<file path="src/rtl/gray_ptr_sync_if.sv">
// Pointer-synchroniser bus: source-side Gray pointer and error clear in,
// synchronised pointer, binary value and status flags out.
interface gray_ptr_sync_if #(
  parameter int WIDTH = 8
);
  logic [WIDTH-1:0] in_gray;
  logic             err_clr;
  logic [WIDTH-1:0] out_gray;
  logic [WIDTH-1:0] out_bin;
  logic             changed;
  logic             gray_err;
  logic             stable;

  modport master (
    output in_gray, err_clr,
    input  out_gray, out_bin, changed, gray_err, stable
  );

  modport slave (
    input  in_gray, err_clr,
    output out_gray, out_bin, changed, gray_err, stable
  );
endinterface

</file>
<file path="src/rtl/gray_ptr_sync.sv">
// Multi-stage synchroniser for Gray-coded FIFO pointers entering the clk domain,
// with registered binary conversion, change pulse, Gray-violation flag and stability flag.
module gray_ptr_sync #(
  parameter int WIDTH         = 8,
  parameter int STAGES        = 2,
  parameter int STABLE_CYCLES = 4
) (
  input  logic               clk,
  input  logic               rst,
  gray_ptr_sync_if.slave     sync_if
);

  if (STAGES < 2 || STAGES > 4) begin : g_bad_stages
    $error("gray_ptr_sync: STAGES must be 2..4");
  end
  if (WIDTH < 2) begin : g_bad_width
    $error("gray_ptr_sync: WIDTH must be >= 2");
  end
  if (STABLE_CYCLES < 1 || STABLE_CYCLES > 255) begin : g_bad_stable
    $error("gray_ptr_sync: STABLE_CYCLES must be 1..255");
  end

  localparam logic [7:0] STABLE_MAX = 8'(STABLE_CYCLES);
  localparam logic [2:0] PRIME_MAX  = 3'(STAGES + 1);

  function automatic logic [WIDTH-1:0] gray2bin(input logic [WIDTH-1:0] g);
    logic [WIDTH-1:0] b;
    b[WIDTH-1] = g[WIDTH-1];
    for (int i = WIDTH - 2; i >= 0; i--) begin
      b[i] = b[i+1] ^ g[i];
    end
    return b;
  endfunction

  // True when more than one bit of d is set.
  function automatic logic multi_bit(input logic [WIDTH-1:0] d);
    logic seen;
    logic multi;
    seen  = 1'b0;
    multi = 1'b0;
    for (int i = 0; i < WIDTH; i++) begin
      multi = multi | (seen & d[i]);
      seen  = seen | d[i];
    end
    return multi;
  endfunction

  logic [WIDTH-1:0] sync_q [STAGES];
  logic [WIDTH-1:0] sync_d [STAGES];
  logic [WIDTH-1:0] prev_q, prev_d;
  logic [WIDTH-1:0] bin_q, bin_d;
  logic             changed_q, changed_d;
  logic             err_q, err_d;
  logic [7:0]       stab_cnt_q, stab_cnt_d;
  logic             stable_q, stable_d;
  logic [2:0]       prime_cnt_q, prime_cnt_d;
  logic [WIDTH-1:0] out_gray_s;
  logic [WIDTH-1:0] delta_s;
  logic             primed_s;
  logic             moved_s;

  assign out_gray_s = sync_q[STAGES-1];
  assign delta_s    = out_gray_s ^ prev_q;
  assign moved_s    = (delta_s != {WIDTH{1'b0}});
  assign primed_s   = (prime_cnt_q == PRIME_MAX);

  // Next-state logic for the sync chain, post-stage and status flags.
  always_comb begin
    sync_d[0] = sync_if.in_gray;
    for (int k = 1; k < STAGES; k++) begin
      sync_d[k] = sync_q[k-1];
    end
    prev_d    = out_gray_s;
    bin_d     = gray2bin(out_gray_s);
    changed_d = moved_s & primed_s;

    if (primed_s) begin
      prime_cnt_d = prime_cnt_q;
    end else begin
      prime_cnt_d = prime_cnt_q + 3'd1;
    end

    // A violation on the same edge as a clear keeps the flag set.
    if (primed_s && multi_bit(delta_s)) begin
      err_d = 1'b1;
    end else if (sync_if.err_clr) begin
      err_d = 1'b0;
    end else begin
      err_d = err_q;
    end

    if (!primed_s || moved_s) begin
      stab_cnt_d = 8'd0;
    end else if (stab_cnt_q == STABLE_MAX) begin
      stab_cnt_d = stab_cnt_q;
    end else begin
      stab_cnt_d = stab_cnt_q + 8'd1;
    end
    stable_d = (stab_cnt_d == STABLE_MAX);
  end

  // State registers, cleared asynchronously by rst low.
  always_ff @(posedge clk or negedge rst) begin
    if (!rst) begin
      for (int k = 0; k < STAGES; k++) begin
        sync_q[k] <= {WIDTH{1'b0}};
      end
      prev_q      <= {WIDTH{1'b0}};
      bin_q       <= {WIDTH{1'b0}};
      changed_q   <= 1'b0;
      err_q       <= 1'b0;
      stab_cnt_q  <= 8'd0;
      stable_q    <= 1'b0;
      prime_cnt_q <= 3'd0;
    end else begin
      for (int k = 0; k < STAGES; k++) begin
        sync_q[k] <= sync_d[k];
      end
      prev_q      <= prev_d;
      bin_q       <= bin_d;
      changed_q   <= changed_d;
      err_q       <= err_d;
      stab_cnt_q  <= stab_cnt_d;
      stable_q    <= stable_d;
      prime_cnt_q <= prime_cnt_d;
    end
  end

  assign sync_if.out_gray = out_gray_s;
  assign sync_if.out_bin  = bin_q;
  assign sync_if.changed  = changed_q;
  assign sync_if.gray_err = err_q;
  assign sync_if.stable   = stable_q;

endmodule

</file>
<file path="src/flat_wrapper.sv">
// flat-port wrapper written by rule: the top's interface ports become plain ports
module gray_ptr_sync_flat 
#(
  parameter int WIDTH         = 8,
  parameter int STAGES        = 2,
  parameter int STABLE_CYCLES = 4
)
  (clk, rst, sync_if_in_gray, sync_if_err_clr, sync_if_out_gray, sync_if_out_bin, sync_if_changed, sync_if_gray_err, sync_if_stable);
  gray_ptr_sync_if #(.WIDTH(WIDTH)) sync_if_i ();
  input  logic clk;
  input  logic rst;
  input wire logic [$bits(sync_if_i.in_gray)-1:0] sync_if_in_gray;
  input wire logic [$bits(sync_if_i.err_clr)-1:0] sync_if_err_clr;
  output wire logic [$bits(sync_if_i.out_gray)-1:0] sync_if_out_gray;
  output wire logic [$bits(sync_if_i.out_bin)-1:0] sync_if_out_bin;
  output wire logic [$bits(sync_if_i.changed)-1:0] sync_if_changed;
  output wire logic [$bits(sync_if_i.gray_err)-1:0] sync_if_gray_err;
  output wire logic [$bits(sync_if_i.stable)-1:0] sync_if_stable;
  assign sync_if_i.in_gray = sync_if_in_gray;
  assign sync_if_i.err_clr = sync_if_err_clr;
  assign sync_if_out_gray = sync_if_i.out_gray;
  assign sync_if_out_bin = sync_if_i.out_bin;
  assign sync_if_changed = sync_if_i.changed;
  assign sync_if_gray_err = sync_if_i.gray_err;
  assign sync_if_stable = sync_if_i.stable;
  gray_ptr_sync #(.WIDTH(WIDTH), .STAGES(STAGES), .STABLE_CYCLES(STABLE_CYCLES)) u_core (.clk(clk), .rst(rst), .sync_if(sync_if_i));
endmodule
</file>
<file path="config.mk">
export PLATFORM = sky130hd
export DESIGN_NAME = gray_ptr_sync_flat
export DESIGN_NICKNAME = d
export VERILOG_FILES = /design/src/rtl/gray_ptr_sync_if.sv /design/src/rtl/gray_ptr_sync.sv /design/src/flat_wrapper.sv
export SDC_FILE = /design/constraint.sdc
export NUM_CORES = 1
export LEC_CHECK = 0
export ABC_AREA = 1
export CAP_MARGIN = 10
export CORE_MARGIN = 2
export CORE_UTILIZATION = 54
export CTS_BUF_LIST = sky130_fd_sc_hd__clkbuf_2
export CTS_CLUSTER_SIZE = 16
export DETAILED_ROUTE_END_ITERATION = 8
export PLACE_DENSITY = 0.91
export SYNTH_ARGS = -nofsm -noshare
export SYNTH_HDL_FRONTEND = slang
export SYNTH_SLANG_ARGS = --single-unit
</file>
<file path="constraint.sdc">
create_clock -name clk -period 1.7 [get_ports clk]
set_input_delay 0.255 -clock clk [delete_from_list [all_inputs] [get_ports clk]]
set_output_delay 0.255 -clock clk [all_outputs]
set_load 0.01 [all_outputs]
</file>
**Yosys cells after proc, flatten, opt, wreduce, memory -nomap -nowiden**

Cells that the tools add are included.

- Register bits after elaboration: 46
- Input port bits: 11
- Output and inout port bits: 19
- Logic and storage cells: 51

- $add $sub $neg: 2
- Equal/unequal tests: 3
- Multiplexer cells: 4
- Bitwise operators: 28
- Reduce and logical (&&, ||, !) cells: 5

Operators with widths:

| cell | number |
|---|---|
| 8-bit by 3-bit == test with 1-bit output, second input constant | 2 |
| 8-bit 2-to-1 mux | 2 |
| 1-bit OR | 12 |
| 8-bit by 1-bit adder with 8-bit output, second input constant | 1 |
| 1-bit AND | 8 |
| 8-bit nonzero test | 1 |
| 8-bit bitwise XOR | 1 |
| 1-bit bitwise XOR | 7 |
| 3-bit by 1-bit adder with 3-bit output, second input constant | 1 |
| 3-bit by 2-bit == test with 1-bit output, second input constant | 1 |
| 1-bit 2-to-1 mux | 2 |
| 2-bit nonzero test | 1 |
| 1-bit logical AND | 1 |
| 1-bit zero test | 1 |
| 1-bit logical OR | 1 |

**Depth between registers and ports, before layout**

Gate-level depths: netlist (run 1).

- Depth after elaboration: 11
- Mapped depth: 13
- Depth with buffers taken out: 13

**Worst setup path before layout (run 1)**

Ideal clock, no wire load.

- Kind: register to register
- Start: register u_core.stab_cnt_q[0]
- End: register u_core.stable_q (netlist: u_core.sync_if.stable)
- Library setup time: 0.071 ns
- Arrival: 1.413 ns
- Required time: 1.629 ns
- Setup slack: 0.215 ns
- Stages on the path, launching flop included: 9
- Path buffers: 0
- Period minus slack after synthesis: 1.485 ns
- Cell sequence: dfrtp_1 > inv_1 > ha_1 > nand4_2 > nor3_4 > xor2_1 > nand2_1 > nand3b_1 > nor2_1

- Longest elaborated chain between the ends: 4
- Elaborated cells between the ends (all ways): 5
- Classes of those cells: add/sub: 1; eq/ne: 2; mux: 2

RTL lines:

| element | RTL line | RTL |
|---|---|---|
| start: declaration | gray_ptr_sync.sv:54 | `logic [7:0] stab_cnt_q, stab_cnt_d;` |
| start signal: assignment | gray_ptr_sync.sv:123 | `stab_cnt_q <= stab_cnt_d;` |
| 8-bit by 1-bit adder with 8-bit output or 8-bit by 3-bit == test with 1-bit output (tied branches) | gray_ptr_sync.sv:97, gray_ptr_sync.sv:94 |  |
| 8-bit 2-to-1 mux (*) | gray_ptr_sync.sv:94 | `end else if (stab_cnt_q == STABLE_MAX) begin` |
| 8-bit 2-to-1 mux (*) | gray_ptr_sync.sv:92 | `if (!primed_s \|\| moved_s) begin` |
| 8-bit by 3-bit == test with 1-bit output (*) | gray_ptr_sync.sv:99 | `stable_d = (stab_cnt_d == STABLE_MAX);` |
| named net u_core.stable_d | gray_ptr_sync.sv:55 | `logic stable_q, stable_d;` |
| end signal: assignment | gray_ptr_sync.sv:124 | `stable_q <= stable_d;` |
| end: declaration | gray_ptr_sync.sv:55 |  |

The timed path passes the listed nets; every way through them passes the cells marked *.
A chain may end at the register's enable or synchronous reset.

**Worst setup path in the final report (run 1)**

- Start: register u_core.stab_cnt_q[1]
- End: register u_core.stable_q (netlist: u_core.sync_if.stable)

The elaborated chain is that of the path after synthesis.

==> results of run 1 <==
==> metrics by stage <==
stage | hold WS (ns) | instances | worst slack [ns] | utilization | TNS (ns)
floorplan | -0.04059 | 173 | 0.2153 | - | 0
global placement | 0.2281 | 248 | 0.1342 | 0.6640 | 0
detailed placement | 0.2304 | 248 | 0.05321 | 0.6640 | 0
CTS | 0.2269 | 264 | 0.001608 | 0.6977 | 0
global route | 0.1997 | 271 | -0.1675 | 0.7513 | -0.5102
finish | 0.2333 | 271 | -0.03191 | 0.7513 | -0.05056
==> flip-flops by register name, summed over array words and instances, names as in the netlist <==
signal	flops
u_core.sync_if.out_gray	8
u_core.sync_if.stable	1
u_core.sync_if.changed	1
u_core.sync_if.gray_err	1
u_core.stab_cnt_q	8
u_core.prev_q	7
u_core.sync_if.out_bin	8
u_core.prime_cnt_q	3
u_core.sync_d	8
==> synthesized netlist by cell type (all sizes together) <==
master   n  area, sq um
a21boi   1        7.510
nand2   35        136.4
or2      2        12.51
o21ai    6        30.03
ha       4        50.05
nand4    2        18.77
xnor2    6        52.55
nor3     2        26.28
mux2     1        11.26
nor2    13        61.31
dfrtp   45         1126
nand3   13        82.58
clkbuf   1        3.750
inv     28        105.1
xor2     8        70.07
nand3b   2        15.01
a21oi    1        5.000
buf      2        15.01
maj3     1        10.01
==> per-layer routing <==
| metal | wire [um] | share of wire | track usage | vias to the layer above |
|---|---|---|---|---|
| met5 | 0 | 0 | 0 | - |
| li1 | - | - | - | 635 |
| met3 | 184 | 0.047 | 0.05616 | 8 |
| met1 | 1414 | 0.36 | 0.1973 | 656 |
| met4 | 76 | 0.019 | 0.08056 | 0 |
| met2 | 2241 | 0.57 | 0.3220 | 39 |
==> path summary, 6_finish.rpt <==
check | slack (ns) | end
worst max-delay path | -0.03 | u_core.sync_if.stable
worst min-delay path | 0.23 | u_core.sync_d[0]
worst max register to register | -0.03 | u_core.sync_if.stable
worst min register to register | 0.38 | u_core.sync_if.out_gray[1]
max in group asynchronous | 0.91 | u_core.sync_if.out_gray[7]
min in group asynchronous | 0.28 | u_core.sync_d[0]
==> area by class of cell <==
| type | instances | area [sq um] | share of cell area |
|---|---|---|---|
| Sequential cell | 45 | 1129 | 0.4537 |
| Multi-Input combinational cell | 97 | 704.4 | 0.2832 |
| Timing Repair Buffer | 47 | 446.7 | 0.1796 |
| Inverter | 28 | 105.1 | 0.04225 |
| Tap cell | 46 | 57.56 | 0.02314 |
| Clock buffer | 6 | 30.03 | 0.01207 |
| Clock inverter | 2 | 15.01 | 0.006036 |
==> logic make-up after synthesis <==
| logic type | count (synthesis) | synth area share |
|---|---|---|
| xor gates and xnor gates | 14 | 0.06667 |
| muxes | 1 | 0.006122 |
| DFF | 45 | 0.6122 |
| and+or+nand+nor | 69 | 0.1918 |
| AOI/OAI and AO/OA | 8 | 0.02313 |
| adders and majority gates | 5 | 0.03265 |
| buffers and inverters | 31 | 0.06734 |
==> worst max-delay path, cell delays in order, from the launching register on <==
cell and delay, ns:
dfrtp_1 0.44, inv_1 0.09, ha_1 0.18, nand4_2 0.14
nor3_4 0.21, buf_6 0.15, xor2_2 0.16, nand2_1 0.06
nand3b_1 0.15, nor2_1 0.08
==> what timing repair did <==
item / CTS / global route
hold buffers: 1 / 0
endpoints found under the hold margin: 19 / 0
gates resized for setup: 6 / 29
endpoints found under the setup margin: 8 / 12
pin swaps: 0 / 10
setup buffers: 7 / 7
==> power by group <==
part | internal (mW) | total, mW | switching (mW)
clock | 0.106 | 0.452 | 0.346
combinational | 0.151 | 0.306 | 0.156
sequential | 1.12 | 1.14 | 0.0242
==> impl_results.md, run 1 <==
- Reg clk slew, reported paths: roughly 0.23 ns
- Final ANT Viol Nets: 0
- Slew margin rel.: 0.6885
- Core area: approximately 3300 sq um
- Vias: about 1300
- Fmax: about 580 MHz
- Via-per-instance ratio: between 4 and 5
- Critical path capture point type: flip-flop
- CTS tree: built
- GPL Wtd Cong: 0.9272
- Commonest non-fill, non-tap cell in the layout: dfrtp_1
- Critical path data required time: ~2.1 ns
- Clock Latency Late Sink: about 0.42 ns
- Initial core utilization: 0.5556
- Synth Net Count: 188
- Final WL: between 3000 and 4000 um
- Clock buffer depth: 2
- Fill cells: ~230
- Die area: 3889 sq um
- Root buffer cell: clkbuf_2
- Nets: 239
- Worst-Margin Slew: 0.4673 ns
- Die Span Y: between 60 and 70 um
- Data arrival, critical path: 2.09 ns
- Yosys synthesis warning count: 0
- Maximum VDD drop: 668.4 uV
- Min-Delay Startpoint: sync_if_in_gray[0]
- Crit path from: u_core.stab_cnt_q[1]
- Vias in the first global route: about 1300
- Worst Hold Class: in2reg
- GRT Resource Usage Total: 0.1805
- Design Area, Final: 2487 sq um
- RR Startpoint: u_core.stab_cnt_q[1]
- Dpl hpwl: between 2000 and 2500 um
- Area grow syn2layout: 35.24%
- FF+latch count, synth: 45
- Global-route congestion overflow total: 0
- I/O Buffers: 29
- Ports: 30
- CP Class: reg2reg
- Period utilization: 1.019
- Iter 0 DRT Violations: between 60 and 70
- RSZ-0062 raised after global routing: yes
- Cts bufs inserted: 5
- Avg Cell Area, Syn: approximately 11 sq um
- Initial antenna violation count: 0
- Endpoints failing setup: 2
- Horiz. Die Dim: 62.36 um
- Post-Synthesis Cells: about 170
- CTS HTree Levels: 2
- Fin Clk Skew: approximately 0.017 ns
- Max_cap viols: 0
- Cell Pwr Density: roughly 760 nW/um^2
- Num rows: 21
- Min Tclk post-route: between 1.5 and 2 ns
- Violated checks: setup timing
- Largest net degree at the start of global routing: 27
- First-pass GRT wire length: 5451 um
- Tot Pwr: around 1.9 mW
- Worst Path Max Fanout: 4
- Most frequent cells in the layout: dfrtp_1, nand2_1, inv_1
- Synthesized area: 1839 sq um
- Clock tree sinks: 45
- Dpl cell area: 2198 sq um
- Status: finished, violations left
- Lkg Pwr: 1.208 nW
- Drt pass-1 iters: 4
- Avg WL per Cell: ~14 um
- Slew Limit Fails: 0
- Fin worst setup slack: -0.03191 ns
- # diodes: 0
- Register area share after synthesis: 0.6122
- DRC viols: 0
- Yosys cell types: 27
- Layout cells sized above 1: 0.2800
- Hold Crit Depth: 1
- Startpoint Class: flip-flop
- Final hold violations: 0
- Worst Reg-to-Reg Cells: 9
(Power assumes the default switching activity.)
==> inputs of run 2 (changes only) <==
--- a/config.mk
+++ b/config.mk
@@ -13,6 +13,7 @@
 export CTS_CLUSTER_SIZE = 16
 export DETAILED_ROUTE_END_ITERATION = 8
 export PLACE_DENSITY = 0.91
+export RECOVER_POWER = 50
 export SYNTH_ARGS = -nofsm -noshare
 export SYNTH_HDL_FRONTEND = slang
 export SYNTH_SLANG_ARGS = --single-unit
==> run 2 against run 1 <==
  * Clock power about the same
  * First-iteration DRC count unchanged
  * Non-clock buffer count unchanged
  * Sequential share of layout area unchanged
  * The run still ends with setup timing left
  * Maximum frequency about the same
  * Largest power group unchanged
==> impl_results.md, run 2 (same netlist as run 1, synthesis figures left out) <==
- Horiz. Die Dim: 62.36 um (unchanged)
- Avg WL per Cell: 14.44 um (about the same)
- Worst-Margin Slew: 0.4673 ns (+0.000004411 ns)
- Maximum VDD drop: 667.0 uV (-0.21%)
- Cell Pwr Density: 763.2 nW/um^2 (-0.21%)
- Cts bufs inserted: 5 (unchanged)
- Initial core utilization: 0.5556 (unchanged)
- Largest net degree at the start of global routing: 27 (unchanged)
- Clock Power Share: 0.238 (about the same)
- Vias in the first global route: 1302 (unchanged)
- Critical path data required time: 2.06 ns (about the same)
- Min Tclk post-route: 1.732 ns (+0.00006310 ns)
- Num rows: 21 (unchanged)
- Die area: 3889 sq um (unchanged)
- DRC viols: 0 (unchanged)
- Slew Limit Fails: 0 (unchanged)
- Critical path capture point type: flip-flop
- Dpl hpwl: 2202 um (unchanged)
- Global-route congestion overflow total: 0 (unchanged)
- Iter 0 DRT Violations: 65 (unchanged)
- Most frequent cells in the layout: dfrtp_1, nand2_1, inv_1
- Data arrival, critical path: 2.09 ns (about the same)
- Fmax: 577.4 MHz (about the same)
- I/O Buffers: 29 (unchanged)
- Clock Latency Late Sink: 0.42 ns (about the same)
- Via-per-instance ratio: 4.937 (unchanged)
- Design Area, Final: 2487 sq um (unchanged)
- Final ANT Viol Nets: 0 (unchanged)
- First-pass GRT wire length: 5451 um (unchanged)
- Met1 GRT Util: 0.1973 (unchanged)
- GRT Resource Usage Total: 0.1805 (unchanged)
- Nets: 239 (unchanged)
- Fill cells: 227 (unchanged)
- Die Span Y: 62.36 um (unchanged)
- RSZ-0062 raised after global routing: yes
- Fin worst setup slack: -0.03197 ns (-0.00006310 ns)
- CP Class: reg2reg
- Vias: 1338 (unchanged)
- Commonest non-fill, non-tap cell in the layout: dfrtp_1
- GPL Wtd Cong: 0.9272 (unchanged)
- Core area: 3311 sq um (unchanged)
- Startpoint Class: flip-flop
- Status: finished, violations left
- Period utilization: 1.019 (about the same)
- Root buffer cell: clkbuf_2
- Worst Path Max Fanout: 4 (unchanged)
- Tot Pwr: 1.898 mW (-0.21%)
- Switching portion of total power: 0.2767 (+0.0004266)
- RR Startpoint: u_core.stab_cnt_q[1]
- Final hold violations: 0 (unchanged)
- Final WL: 3913 um (about the same)
- M3 GR Usage: 0.05616 (unchanged)
- Initial antenna violation count: 0 (unchanged)
- Violated checks: setup timing
- Crit path from: u_core.stab_cnt_q[1]
- Clock buffer depth: 2 (unchanged)
- Drt pass-1 iters: 4 (unchanged)
- CTS tree: built
- Reg clk slew, reported paths: 0.23 ns (about the same)
- Slew margin rel.: 0.6885 (about the same)
- Ports: 30 (unchanged)
- Pint: 1.373 mW (-0.27%)
- Clock tree sinks: 45 (unchanged)
- Area grow syn2layout: 35.24% (unchanged)
- CTS HTree Levels: 2 (unchanged)
- Dpl cell area: 2198 sq um (unchanged)
- Fin Clk Skew: 0.01651 ns (-0.00002410 ns)
- Worst Hold Class: in2async
- Switching Power: 0.5253 mW (about the same)
- Layout cells sized above 1: 0.2800 (unchanged)
- Reg power frac: 0.603 (about the same)
- Endpoints failing setup: 2 (unchanged)
- # diodes: 0 (unchanged)
- Busiest grt layer: met2
- Met2 global-route usage: 0.3220 (unchanged)
- Comb pwr share: 0.159 (-0.002)
- Lkg Pwr: 1.210 nW (+0.18%)
- Max_cap viols: 0 (unchanged)
run 2: final cells by class:
| cell class | count | area [sq um] | share of cell area |
|---|---|---|---|
| Clock buffer | 6 | 30.03 | 0.01207 |
| Clock inverter | 2 | 15.01 | 0.006036 |
| Inverter | 28 | 105.1 | 0.04225 |
| Multi-Input combinational cell | 97 | 704.4 | 0.2832 |
| Sequential cell | 45 | 1129 | 0.4537 |
| Tap cell | 46 | 57.56 | 0.02314 |
| Timing Repair Buffer | 47 | 446.7 | 0.1796 |
run 2: metal layers:
metal	wire, um	up-vias
li1	-	635
met1	1412	656
met2	2240	39
met3	184	8
met4	76	0
met5	0	-
run 2: critical path: stages, from the launching register on:
cell	delay, ns
dfrtp_1	0.44
inv_1	0.09
ha_1	0.18
nand4_2	0.14
nor3_4	0.21
buf_6	0.15
xor2_2	0.16
nand2_1	0.06
nand3b_1	0.15
nor2_1	0.08
run 2: stage by stage:
step                      hold WS, ns    util  worst slack (ns)   TNS, ns  std cells
after floorplan              -0.04059       -            0.2153         0        173
after global placement         0.2281  0.6640            0.1342         0        248
after detailed placement       0.2304  0.6640           0.05321         0        248
after CTS                      0.2269  0.6977          0.001608         0        264
after global routing           0.2722  0.7513           -0.1675   -0.5102        271
final                          0.2776  0.7513          -0.03197  -0.04835        271
run 2: path summary, 6_finish.rpt:
| check | to | slack [ns] | cells past startpoint |
|---|---|---|---|
| min in group clk | u_core.sync_d[0] | 0.36 | 1 |
| max in group asynchronous | u_core.sync_if.out_gray[7] | 0.91 | 3 |
| max | u_core.sync_if.stable | -0.03 | 9 |
| min | u_core.sync_d[0] | 0.28 | 2 |
| max reg2reg | u_core.sync_if.stable | -0.03 | 9 |
| min reg2reg | u_core.sync_if.out_gray[1] | 0.38 | 0 |
run 2: power by group through the flow:
stage | combinational [mW] | clock (mW) | sequential, mW
floorplan | 0.0877 | 0 | 1.18
global placement | 0.224 | 0 | 1.16
detailed placement | 0.232 | 0 | 1.16
CTS | 0.253 | 0.459 | 1.14
global route | 0.327 | 0.508 | 1.15
finish | 0.303 | 0.452 | 1.14
run 2: what timing repair did:
action,4_1_cts,5_1_grt
hold buffers,1,0
endpoints found under the hold margin,19,0
pin swaps,0,10
setup buffers,7,7
gates resized for setup,6,29
endpoints found under the setup margin,8,12
==> inputs of run 3 (changes only) <==
--- a/config.mk
+++ b/config.mk
@@ -13,7 +13,7 @@
 export CTS_CLUSTER_SIZE = 16
 export DETAILED_ROUTE_END_ITERATION = 8
 export PLACE_DENSITY = 0.91
-export RECOVER_POWER = 50
+export RECOVER_POWER = 25
 export SYNTH_ARGS = -nofsm -noshare
 export SYNTH_HDL_FRONTEND = slang
 export SYNTH_SLANG_ARGS = --single-unit
==> run 3 against run 2 <==
  * The run still ends with setup timing left
  * Sequential power is essentially flat
  * Maximum frequency is essentially flat
  * Design area is the same
  * Sequential share of layout area is the same
  * Register-to-register slack is essentially flat
  * Clock power is essentially flat
  * Hold slack is essentially flat
  * Utilization is the same
  * Via count is the same
  * Critical path type unchanged
  * Critical endpoint unchanged
  * Highest routed layer unchanged
==> impl_results.md, run 3 (same netlist as run 1, synthesis figures left out) <==
- Global-route congestion overflow total: 0 (unchanged)
- Slew Limit Fails: 0 (unchanged)
- Horiz. Die Dim: 62.36 um (unchanged)
- Worst Hold Class: in2async
- Endpoints failing setup: 2 (unchanged)
- Design Area, Final: 2487 sq um (unchanged)
- Clock buffer depth: 2 (unchanged)
- GRT Resource Usage Total: 0.1805 (unchanged)
- Met1 GRT Util: 0.1973 (unchanged)
- Via-per-instance ratio: 4.937 (unchanged)
- Clock Power Share: 0.238 (about the same)
- Busiest grt layer: met2
- Startpoint Class: flip-flop
- Clock tree sinks: 45 (unchanged)
- Cts bufs inserted: 5 (unchanged)
- Cell Pwr Density: 763.2 nW/um^2 (about the same)
- Area grow syn2layout: 35.24% (unchanged)
- Worst-Margin Slew: 0.4673 ns (-0.000003695 ns)
- Maximum VDD drop: 667.0 uV (unchanged)
- Most frequent cells in the layout: dfrtp_1, nand2_1, inv_1
- RR Startpoint: u_core.stab_cnt_q[1]
- Vias in the first global route: 1302 (unchanged)
- Initial antenna violation count: 0 (unchanged)
- Final ANT Viol Nets: 0 (unchanged)
- Comb pwr share: 0.159 (about the same)
- Avg WL per Cell: 14.44 um (about the same)
- Commonest non-fill, non-tap cell in the layout: dfrtp_1
- Critical path capture point type: flip-flop
- Dpl hpwl: 2202 um (unchanged)
- Met2 global-route usage: 0.3220 (unchanged)
- Layout cells sized above 1: 0.2800 (unchanged)
- RSZ-0062 raised after global routing: yes
- I/O Buffers: 29 (unchanged)
- Reg clk slew, reported paths: 0.23 ns (about the same)
- CTS tree: built
- Num rows: 21 (unchanged)
- Final WL: 3914 um (about the same)
- M3 GR Usage: 0.05616 (unchanged)
- Switching portion of total power: 0.2767 (about the same)
- Nets: 239 (unchanged)
- Drt pass-1 iters: 4 (unchanged)
- Fin worst setup slack: -0.03191 ns (+0.00006310 ns)
- Slew margin rel.: 0.6885 (about the same)
- Dpl cell area: 2198 sq um (unchanged)
- Pint: 1.373 mW (unchanged)
- Period utilization: 1.019 (about the same)
- Status: finished, violations left
- Violated checks: setup timing
- Critical path data required time: 2.06 ns (about the same)
- CP max stage cell: dfrtp_1
- CP Class: reg2reg
- Initial core utilization: 0.5556 (unchanged)
- Data arrival, critical path: 2.09 ns (about the same)
- Worst Reg-to-Reg Cells: 9 (unchanged)
- # diodes: 0 (unchanged)
- GPL Wtd Cong: 0.9272 (unchanged)
- Layout Cells excl Fill: 271 (unchanged)
- Min Tclk post-route: 1.732 ns (-0.00006310 ns)
- Ports: 30 (unchanged)
- Iter 0 DRT Violations: 65 (unchanged)
- Clock Latency Late Sink: 0.42 ns (about the same)
- Reg power frac: 0.603 (about the same)
- Core area: 3311 sq um (unchanged)
- Die Span Y: 62.36 um (unchanged)
- Fin Clk Skew: 0.01654 ns (+0.00002420 ns)
- Final hold violations: 0 (unchanged)
- Die area: 3889 sq um (unchanged)
- Root buffer cell: clkbuf_2
- Max_cap viols: 0 (unchanged)
- DRC viols: 0 (unchanged)
- Worst Path Max Fanout: 4 (unchanged)
- Worst path cell trace: inv_1 -> ha_1 -> nand4_2 -> nor3_4 -> buf_6 -> xor2_2 -> nand2_1 -> nand3b_1 -> nor2_1
- FF-to-FF End: u_core.sync_if.stable
- R2r setup slk: -0.03 ns (about the same)
- Min Hold Slack: 0.2776 ns (+0.00001600 ns)
- Vias: 1338 (unchanged)
- Largest net degree at the start of global routing: 27 (unchanged)
- First-pass GRT wire length: 5451 um (unchanged)
- CP max stage delay: 0.44 ns (about the same)
- Fmax: 577.4 MHz (about the same)
- CTS HTree Levels: 2 (unchanged)
- Switching Power: 0.5254 mW (about the same)
- DP Cell Count: 248 (unchanged)
- Lkg Pwr: 1.210 nW (unchanged)
==> run 3: layer usage <==
metal  wire [um]  part of all wire  vias up
li1            -                 -      635
met5           0                 0        -
met1        1414              0.36      656
met4          76             0.019        0
met3         184             0.047        8
met2        2239              0.57       39
==> run 3: cell type report <==
class	count	area (sq um)
Timing Repair Buffer	47	446.7
Fill cell	227	823.3
Tap cell	46	57.56
Multi-Input combinational cell	97	704.4
Clock buffer	6	30.03
Clock inverter	2	15.01
Inverter	28	105.1
Sequential cell	45	1129
==> run 3: critical path: cells and delay by family (launching register included) <==
family / cells / cell delay (ns)
xor+xnor: 1 / 0.16
fa+ha+maj: 1 / 0.18
buf+inv: 2 / 0.24
flops: 1 / 0.44
simple gates: 5 / 0.64
==> run 3: power groups by stage <==
stage | sequential [mW] | clock [mW] | combinational (mW)
after floorplan | 1.18 | 0 | 0.0877
after global placement | 1.16 | 0 | 0.224
final | 1.14 | 0.451 | 0.303
after global routing | 1.15 | 0.508 | 0.327
after detailed placement | 1.16 | 0 | 0.232
after CTS | 1.14 | 0.459 | 0.253
==> run 3: worst max-delay path by stage <==
stage / from / endpoint / depth (start not counted)
global route: u_core.stab_cnt_q[1] / u_core.sync_if.stable / 9
finish: u_core.stab_cnt_q[1] / u_core.sync_if.stable / 9
global placement: u_core.stab_cnt_q[0] / u_core.sync_if.stable / 8
detailed placement: u_core.stab_cnt_q[1] / u_core.sync_if.stable / 9
CTS: u_core.stab_cnt_q[1] / u_core.sync_if.stable / 9
floorplan: u_core.stab_cnt_q[0] / u_core.sync_if.stable / 8
==> run 3: what timing repair did <==
item / in CTS / in global routing
hold buffers: 1 / 0
buffers inserted: 7 / 7
hold endpoints to repair: 19 / 0
pin swaps: 0 / 10
gates resized for setup: 6 / 29
setup endpoints to repair: 8 / 12
==> run 3: through the flow <==
step	utilization	total power, mW	setup WS, ns	setup TNS, ns
after floorplan	-	1.266	0.2153	0
after global placement	0.6640	1.386	0.1342	0
after detailed placement	0.6640	1.397	0.05321	0
after CTS	0.6977	1.852	0.001608	0
after global routing	0.7513	1.985	-0.1675	-0.5102
final	0.7513	1.898	-0.03191	-0.04968
